[config.mk]
export PLATFORM = sky130hd
export DESIGN_NAME = seq_div16x16
export DESIGN_NICKNAME = d
export VERILOG_FILES = /design/src/rtl/seq_div16x16.sv
export SDC_FILE = /design/constraint.sdc
export NUM_CORES = 1
export LEC_CHECK = 0
export ABC_CLOCK_PERIOD_IN_PS = 5300
export CAP_MARGIN = 20
export CORE_MARGIN = 10
export CORE_UTILIZATION = 30
export CTS_BUF_LIST = sky130_fd_sc_hd__clkbuf_4 sky130_fd_sc_hd__clkbuf_8
export DETAILED_ROUTE_END_ITERATION = 16
export PLACE_DENSITY = 0.5
export SLEW_MARGIN = 20
export SYNTH_ARGS = -nofsm -noshare
export SYNTH_HDL_FRONTEND = slang
export SYNTH_SLANG_ARGS = --single-unit
[constraint.sdc]
create_clock -name clk -period 5.3 [get_ports clk]
set_input_delay 0.795 -clock clk [delete_from_list [all_inputs] [get_ports clk]]
set_output_delay 0.795 -clock clk [all_outputs]
set_load 0.005 [all_outputs]
[src/rtl/seq_div16x16.sv]
// seq_div16x16: multi-cycle radix-2 restoring divider, one quotient bit per clock.
// Produces the quotient and the remainder, with signed or unsigned operands.
// The remainder takes the dividend's sign (truncating division).
// Ports:
//   clk, rst         rising-edge clock, synchronous active-high reset
//   start            request, sampled only in IDLE
//   A, B             dividend, divisor
//   alu_signed       1 = two's-complement operands, 0 = unsigned
//   busy             high through the RUN and FIX cycles
//   done             one-cycle pulse when the results are valid
//   QUOT, REM        quotient and remainder, held until the next completion
//   div_by_zero      B was 0 for the completed operation
//   neg_flag         alu_signed & QUOT[MSB] for the completed operation
//   zero_flag        QUOT == 0 for the completed operation
module seq_div16x16 #(
    parameter int unsigned WIDTH = 16
) (
    input  logic             clk,
    input  logic             rst,
    input  logic             start,
    input  logic [WIDTH-1:0] A,
    input  logic [WIDTH-1:0] B,
    input  logic             alu_signed,
    output logic             busy,
    output logic             done,
    output logic [WIDTH-1:0] QUOT,
    output logic [WIDTH-1:0] REM,
    output logic             div_by_zero,
    output logic             neg_flag,
    output logic             zero_flag
);

    localparam int unsigned CNT_W = $clog2(WIDTH);

    typedef enum logic [1:0] {
        IDLE = 2'd0,
        RUN  = 2'd1,
        FIX  = 2'd2,
        DONE = 2'd3
    } state_t;

    state_t             state;
    state_t             next_state;
    logic [WIDTH-1:0]   dvd;        // dividend magnitude, becomes the quotient
    logic [WIDTH-1:0]   dvsr;       // divisor magnitude
    logic [WIDTH:0]     rem;        // partial remainder
    logic [CNT_W-1:0]   cnt;
    logic               sa;
    logic               sb;
    logic               sgn;

    logic [WIDTH-1:0]   abs_a;
    logic [WIDTH-1:0]   abs_b;
    logic [WIDTH+1:0]   shifted;
    logic [WIDTH+1:0]   trial;
    logic               q_bit;
    logic [WIDTH-1:0]   quot_fix;
    logic [WIDTH-1:0]   rem_fix;

    // State register
    always_ff @(posedge clk) begin
        if (rst) begin
            state <= IDLE;
        end else begin
            state <= next_state;
        end
    end

    // Next-state logic
    always_comb begin
        next_state = state;
        case (state)
            IDLE: begin
                if (start) begin
                    next_state = (B == '0) ? DONE : RUN;
                end
            end
            RUN: begin
                if (cnt == '0) begin
                    next_state = FIX;
                end
            end
            FIX:     next_state = DONE;
            DONE:    next_state = IDLE;
            default: next_state = IDLE;
        endcase
    end

    // Operand magnitudes, one restoring step, and sign fix-up
    always_comb begin
        abs_a    = (alu_signed && A[WIDTH-1]) ? WIDTH'(-A) : A;
        abs_b    = (alu_signed && B[WIDTH-1]) ? WIDTH'(-B) : B;
        shifted  = {rem, dvd[WIDTH-1]};
        trial    = shifted - {2'b00, dvsr};
        q_bit    = ~trial[WIDTH+1];
        quot_fix = (sa ^ sb) ? WIDTH'(-dvd) : dvd;
        rem_fix  = sa ? WIDTH'(-rem[WIDTH-1:0]) : rem[WIDTH-1:0];
    end

    // Datapath and registered outputs
    always_ff @(posedge clk) begin
        if (rst) begin
            dvd         <= '0;
            dvsr        <= '0;
            rem         <= '0;
            cnt         <= '0;
            sa          <= 1'b0;
            sb          <= 1'b0;
            sgn         <= 1'b0;
            busy        <= 1'b0;
            done        <= 1'b0;
            QUOT        <= '0;
            REM         <= '0;
            div_by_zero <= 1'b0;
            neg_flag    <= 1'b0;
            zero_flag   <= 1'b1;
        end else begin
            busy <= (next_state == RUN) || (next_state == FIX);
            done <= (next_state == DONE);
            case (state)
                IDLE: begin
                    if (start && (B == '0)) begin
                        QUOT        <= '1;
                        REM         <= A;
                        div_by_zero <= 1'b1;
                        neg_flag    <= alu_signed;
                        zero_flag   <= 1'b0;
                    end else if (start) begin
                        sa   <= alu_signed & A[WIDTH-1];
                        sb   <= alu_signed & B[WIDTH-1];
                        sgn  <= alu_signed;
                        dvd  <= abs_a;
                        dvsr <= abs_b;
                        rem  <= '0;
                        cnt  <= CNT_W'(WIDTH - 1);
                    end
                end
                RUN: begin
                    rem <= q_bit ? trial[WIDTH:0] : shifted[WIDTH:0];
                    dvd <= {dvd[WIDTH-2:0], q_bit};
                    cnt <= cnt - CNT_W'(1);
                end
                FIX: begin
                    QUOT        <= quot_fix;
                    REM         <= rem_fix;
                    div_by_zero <= 1'b0;
                    neg_flag    <= sgn & quot_fix[WIDTH-1];
                    zero_flag   <= (quot_fix == '0);
                end
                default: ;
            endcase
        end
    end

endmodule

---- Word-level counts from Yosys, hierarchy flattened ----
Index checks and enable logic that the tools add are counted.
Widths: inputs -> output; s select.
storage, ports and cells
  logic and storage cells ................. 77
  bits of input ports ..................... 36
  output and inout port bits .............. 37
  register bits after elaboration ......... 95
operators by class
  eq/ne operators ......................... 9
  $add $sub $neg .......................... 6
  multiplexer cells ....................... 28
  reduce and logical (&&, ||, !) cells .... 13
  bitwise gates (word level) .............. 6
operators by type and width
  cell                 number
  $mux 16              8
  $pmux 16 s2          3
  $neg 16->16          4
  $mux 17              3
  $pmux 17 s2          1
  $logic_not 16->1     2
  $sub 18x16->18       1
  $eq 2x2->1 const B   4
  $mux 4               2
  $pmux 2 s4           1
  $pmux 4 s2           1
  $mux 2               3
  $ne 2x2->1 const B   3
  $pmux 1 s2           3
  $reduce_and 3->1     2
  $eq 2x1->1 const B   2
  $logic_not 4->1      1
  $reduce_bool 2->1    2
  $sub 4x1->4 const B  1
  $and 1x1->1          3
  $logic_and 1x1->1    3
  $mux 1               3
  $logic_not 2->1      1
  $not 1->1            2
  other kinds (3)      3

---- Longest topological paths before layout ----
  word-level depth ........................ 6
  gate-level depth with buffers ........... 10
  gate-level depth less buffers ........... 10

---- Worst setup path after synthesis ----
Ideal clock, no wire load.
  path kind ............................... input to register
  from .................................... input B[11]
  to ...................................... register dvd[10]
  setup slack ............................. 2.819 ns
  library setup time ...................... 0.128 ns
  data required time ...................... 5.172 ns
  stages .................................. 7
  buffers on the path ..................... 1
  arrival ................................. 2.353 ns
  cell sequence ........................... or2_2 or4_1 nor2_1 nor3_1 buf_2 a222oi_1 nor2_1
between the ends
  word-level cells in the longest chain between the ends .. 4
ends and longest elaborated chain
  what                               RTL line  text
  start, declared                    22        input logic [WIDTH-1:0] B,
  $logic_not 16->1                   122       if (start && (B == '0)) begin
  $logic_and 1x1->1                  122
  $ne 2x2->1 (no source line)        --
  $reduce_and 3->1 (no source line)  --
  end signal, assigned               132       dvd <= abs_a;
  end signal, assigned               140       dvd <= {dvd[WIDTH-2:0], q_bit};
  end, declared                      44        logic [WIDTH-1:0] dvd;
Every way passes these cells.
A chain may end at the register's enable or synchronous reset.

---- Worst setup path after layout ----
  from .................................... register rem[7]
  to ...................................... register rem[2]
between the ends
  word-level cells in the longest chain between the ends .. 3
ends and longest elaborated chain
  what                    RTL line  text
  start, declared         46        logic [WIDTH:0] rem;
  start signal, assigned  139       rem <= q_bit ? trial[WIDTH:0] : shifted[WIDTH:0];
  $sub 18x16->18          94        trial = shifted - {2'b00, dvsr};
  $mux 17                 139
  $pmux 17 s2             120       case (state)
Every way passes these cells.

==> flow_results.xml <==
<?xml version="1.0" encoding="UTF-8"?>
<metrics>
  <group name="synth">
    <metric name="synth.avg_cell_area" unit="um^2">7.67</metric>
    <metric name="synthesis.instances" unit="">833</metric>
    <metric name="synth.yosys.seq_area_share" unit="">0.298</metric>
    <metric name="synth_ff_type" unit="">dfxtp_1</metric>
    <metric name="syn_area" unit="um^2">6390</metric>
    <metric name="synth_seq_cells" unit="">95</metric>
    <metric name="synth_nets" unit="">892</metric>
    <metric name="fraction_of_synthesized_cell_area_taken_by_the_top_area_cell_type" unit="">0.298</metric>
    <metric name="synthesis.yosys.warnings" unit="">0</metric>
    <metric name="synthDominantAreaCellType" unit="">dfxtp_1</metric>
    <metric name="synth_async_sr_flop_share" unit="">0</metric>
    <metric name="synth_cell_type_count" unit="">67</metric>
    <metric name="post_synth_main_area_contributors" unit="">dfxtp_1 (30%), nor2_1 (5.7%), nand2_1 (5.5%), ha_1 (4.3%), xnor2_1 (4.1%)</metric>
    <metric name="edff_count_synth" unit="">0</metric>
  </group>
  <group name="final_layout">
    <metric name="n_fill_cell" unit="">2192</metric>
    <metric name="multi_input_area" unit="um^2">4110</metric>
    <metric name="final_layout_size_suffix_gt1_frac" unit="">0.0461</metric>
    <metric name="nNetsFinal" unit="">921</metric>
    <metric name="layout.area.seq" unit="um^2">1900</metric>
    <metric name="n_antenna_cell" unit="">0</metric>
    <metric name="synthToLayoutAreaGrowth" unit="%">16.6</metric>
  </group>
  <group name="cts">
    <metric name="clock_sink_count" unit="">95</metric>
    <metric name="clock_pin_slew_worst_setup_and_hold_paths" unit="ns">0.10</metric>
    <metric name="clock-root-buffer" unit="">clkbuf_8</metric>
    <metric name="max-clock-path-buffers" unit="">2</metric>
    <metric name="worst_skew_pair.late_latency" unit="ns">0.39</metric>
    <metric name="cts.repair_timing.setup_buffer_count" unit="">0</metric>
    <metric name="hold_fix_buffers_at_cts" unit="">0</metric>
    <metric name="cts_buffers" unit="">9</metric>
    <metric name="tritoncts_clock_tree" unit="">done</metric>
    <metric name="cts-resized-gates" unit="">0</metric>
    <metric name="max_h_tree_level" unit="">3</metric>
  </group>
  <group name="critical_path">
    <metric name="regToRegEndpoint" unit="">rem[2]</metric>
    <metric name="highest_fanout_seen_on_the_critical_path" unit="">15</metric>
    <metric name="worst-r2r-setup-slack" unit="ns">2.02</metric>
    <metric name="critPathCaptureType" unit="">flip-flop</metric>
    <metric name="regToRegStartpoint" unit="">rem[7]</metric>
    <metric name="worst_ep_arrival_time" unit="ns">3.56</metric>
    <metric name="critical_setup_path_class" unit="">flip-flop to flip-flop</metric>
    <metric name="crit_path_start_kind" unit="">flip-flop</metric>
    <metric name="worst-r2r-cell-count" unit="">7</metric>
    <metric name="worst_ep_required_time" unit="ns">5.59</metric>
  </group>
  <group name="sta">
    <metric name="rsz0062_at_grt" unit="">no</metric>
    <metric name="max-slew-margin-rel" unit="">0.297</metric>
    <metric name="finalHoldViolCount" unit="">0</metric>
    <metric name="max_slew.worst_pin.slew" unit="ns">1.06</metric>
    <metric name="finalSetupTns" unit="ns">0</metric>
    <metric name="fmax" unit="MHz">305</metric>
    <metric name="final.period_utilization" unit="">0.618</metric>
    <metric name="period_minus_slack" unit="ns">3.28</metric>
    <metric name="report.final.setup_viol" unit="">0</metric>
    <metric name="clock_skew" unit="ns">0.0148</metric>
    <metric name="post_layout_worst_setup_margin" unit="ns">2.02</metric>
    <metric name="drv_slew" unit="">0</metric>
  </group>
  <group name="route">
    <metric name="routed_via_density" unit="">5.42</metric>
    <metric name="drtIter0Drc" unit="">471</metric>
    <metric name="wire_per_inst" unit="um">17.9</metric>
    <metric name="number_of_optimization_iterations_in_the_first_detailed_route_pass" unit="">6</metric>
    <metric name="drt_drc_violations_left" unit="">0</metric>
    <metric name="route.final.wire_length" unit="mm">20.5</metric>
    <metric name="vias" unit="">6189</metric>
    <metric name="final_antenna_net_count" unit="">0</metric>
  </group>
  <group name="grt">
    <metric name="overflow" unit="">0</metric>
    <metric name="antenna_found_initial" unit="">0</metric>
    <metric name="grt_max_degree" unit="">71</metric>
    <metric name="grt_pass1_wl" unit="mm">32.7</metric>
    <metric name="grt_usage" unit="">0.144</metric>
    <metric name="grt_pass1_vias" unit="">5741</metric>
  </group>
  <group name="pwr">
    <metric name="pwr_density_cell" unit="nW/um^2">314</metric>
    <metric name="total_power" unit="W">0.00234</metric>
    <metric name="total_leakage_power" unit="nW">2.66</metric>
    <metric name="vdd_ir_drop_max" unit="uV">125</metric>
  </group>
  <group name="placed_design">
    <metric name="dp_slack" unit="ns">1.59</metric>
    <metric name="hpwl" unit="mm">15.4</metric>
    <metric name="routabilityCongestion" unit="">0.832</metric>
    <metric name="place.port_buffers" unit="">72</metric>
  </group>
  <group name="die">
    <metric name="coreArea" unit="um^2">21000</metric>
    <metric name="placementRows" unit="">53</metric>
    <metric name="io_pins" unit="">73</metric>
    <metric name="fp.dieArea" unit="um^2">27500</metric>
    <metric name="starting_density" unit="">0.304</metric>
    <metric name="die_height" unit="um">166</metric>
    <metric name="fp.dieW" unit="um">166</metric>
  </group>
  <group name="worst_hold_path">
    <metric name="holdPathEnd" unit="">dvsr[14]</metric>
    <metric name="hold-path-cell-count" unit="">2</metric>
    <metric name="hold_wc_path_type" unit="">flip-flop to flip-flop</metric>
    <metric name="min_from" unit="">dvsr[14]</metric>
  </group>
  <group name="outcome">
    <metric name="status" unit="">complete, no violations</metric>
  </group>
  <group name="run">
    <metric name="timing.max_cap.violations" unit="">0</metric>
  </group>
</metrics>
cells in the mapped netlist (all sizes together) (11+ instances only):
cell and count:
xor2 28, buf 21, a311oi 19, o31ai 12, a21oi 40, o311ai 13
nor4 11, o211ai 15, a222oi 12, o21ai 32, nor3 32, dfxtp 95
ha 22, nor2 97, clkbuf 40, nand3 20, nand2 93, and2 11
inv 37, xnor2 30, a211oi 23
critical path, cell delays in order, from the launching register on:
cell	delay [ns]
dfxtp_1	0.42
ha_1	0.49
inv_1	0.16
o31ai_1	0.53
nand2_1	0.22
a21oi_1	0.85
nor4_1	0.15
a311o_1	0.36
metrics by stage:
| stage | hold slack [ns] | area (um^2) | cells | util |
|---|---|---|---|---|
| 6_report | 0.457 | 7450 | 1142 | 0.354 |
| 4_1_cts | 0.461 | 7440 | 1142 | 0.354 |
| 3_3_place_gp | 0.444 | 7250 | 1126 | 0.345 |
| 5_1_grt | 0.479 | 7450 | 1142 | 0.354 |
| 2_1_floorplan | 0.432 | 6390 | 833 | - |
| 3_5_place_dp | 0.447 | 7250 | 1126 | 0.345 |
metal layers:
layer / wire length [um] / vias to the layer above / track usage
met2: 8780 / 156 / 0.214
met4: 436 / 0 / 0.0497
met1: 10200 / 2889 / 0.201
met5: 0 / - / 0
met3: 1040 / 22 / 0.0291
li1: - / 3122 / -
power by group:
| group | switching [W] | internal, W | total (W) |
|---|---|---|---|
| registers | 0.0000849 | 0.000781 | 0.000866 |
| logic | 0.000597 | 0.000384 | 0.000981 |
| clock network | 0.000299 | 0.000191 | 0.000490 |
| total | 0.000980 | 0.00136 | 0.00234 |
kinds of logic after synthesis:
group                      share of synthesized area
and+or+nand+nor                                0.242
AOI/OAI and AO/OA                              0.266
buffers and inverters                         0.0627
DFF                                            0.298
xor gates and xnor gates                      0.0795
adders and majority gates                     0.0462
muxes                                        0.00646
state kept, by name, indices dropped and copies added, names as in the netlist:
| signal | count |
|---|---|
| dvsr | 16 |
| div_by_zero | 1 |
| done | 1 |
| cnt | 4 |
| zero_flag | 1 |
| QUOT | 16 |
| sgn | 1 |
| REM | 16 |
| state | 2 |
| sa | 1 |
| neg_flag | 1 |
| rem | 17 |
| dvd | 16 |
| busy | 1 |
| sb | 1 |
how the worst max path moves through the flow:
stage / start / endpoint / depth (start not counted)
final: rem[7] / rem[2] / 7
after global placement: B[8] / cnt[3] / 6
after detailed placement: B[8] / cnt[3] / 6
after global routing: rem[7] / rem[2] / 7
after floorplan: B[11] / dvd[10] / 7
after CTS: B[8] / cnt[3] / 6
cell type report:
cell class,count,area share
Clock buffer,10,0.0185
Clock inverter,6,0.00672
Inverter,37,0.0186
Multi-Input combinational cell,640,0.551
Sequential cell,95,0.255
Tap cell,275,0.0462
Timing Repair Buffer,79,0.103
cell usage in the layout, fill, tap and decap left out, types with 7 or more instances in the layout:
cell,count
o21ai_0,30
nor2b_1,7
a211oi_1,23
buf_4,7
o311ai_0,13
nand3_1,20
ha_1,22
nand4_1,8
a21oi_1,40
o211ai_1,15
nor2_1,97
nand2_1,93
nor3_1,30
o31ai_1,12
and4_1,8
dfxtp_1,95
inv_1,37
clkdlybuf4s50_1,71
a221oi_1,8
a21o_1,8
and2_1,10
a311oi_1,19
xnor2_1,30
clkbuf_8,10
a222oi_1,12
or3_1,8
xor2_1,28
a31oi_1,8
nor4_1,10
Power figures use the tool's default switching activity.
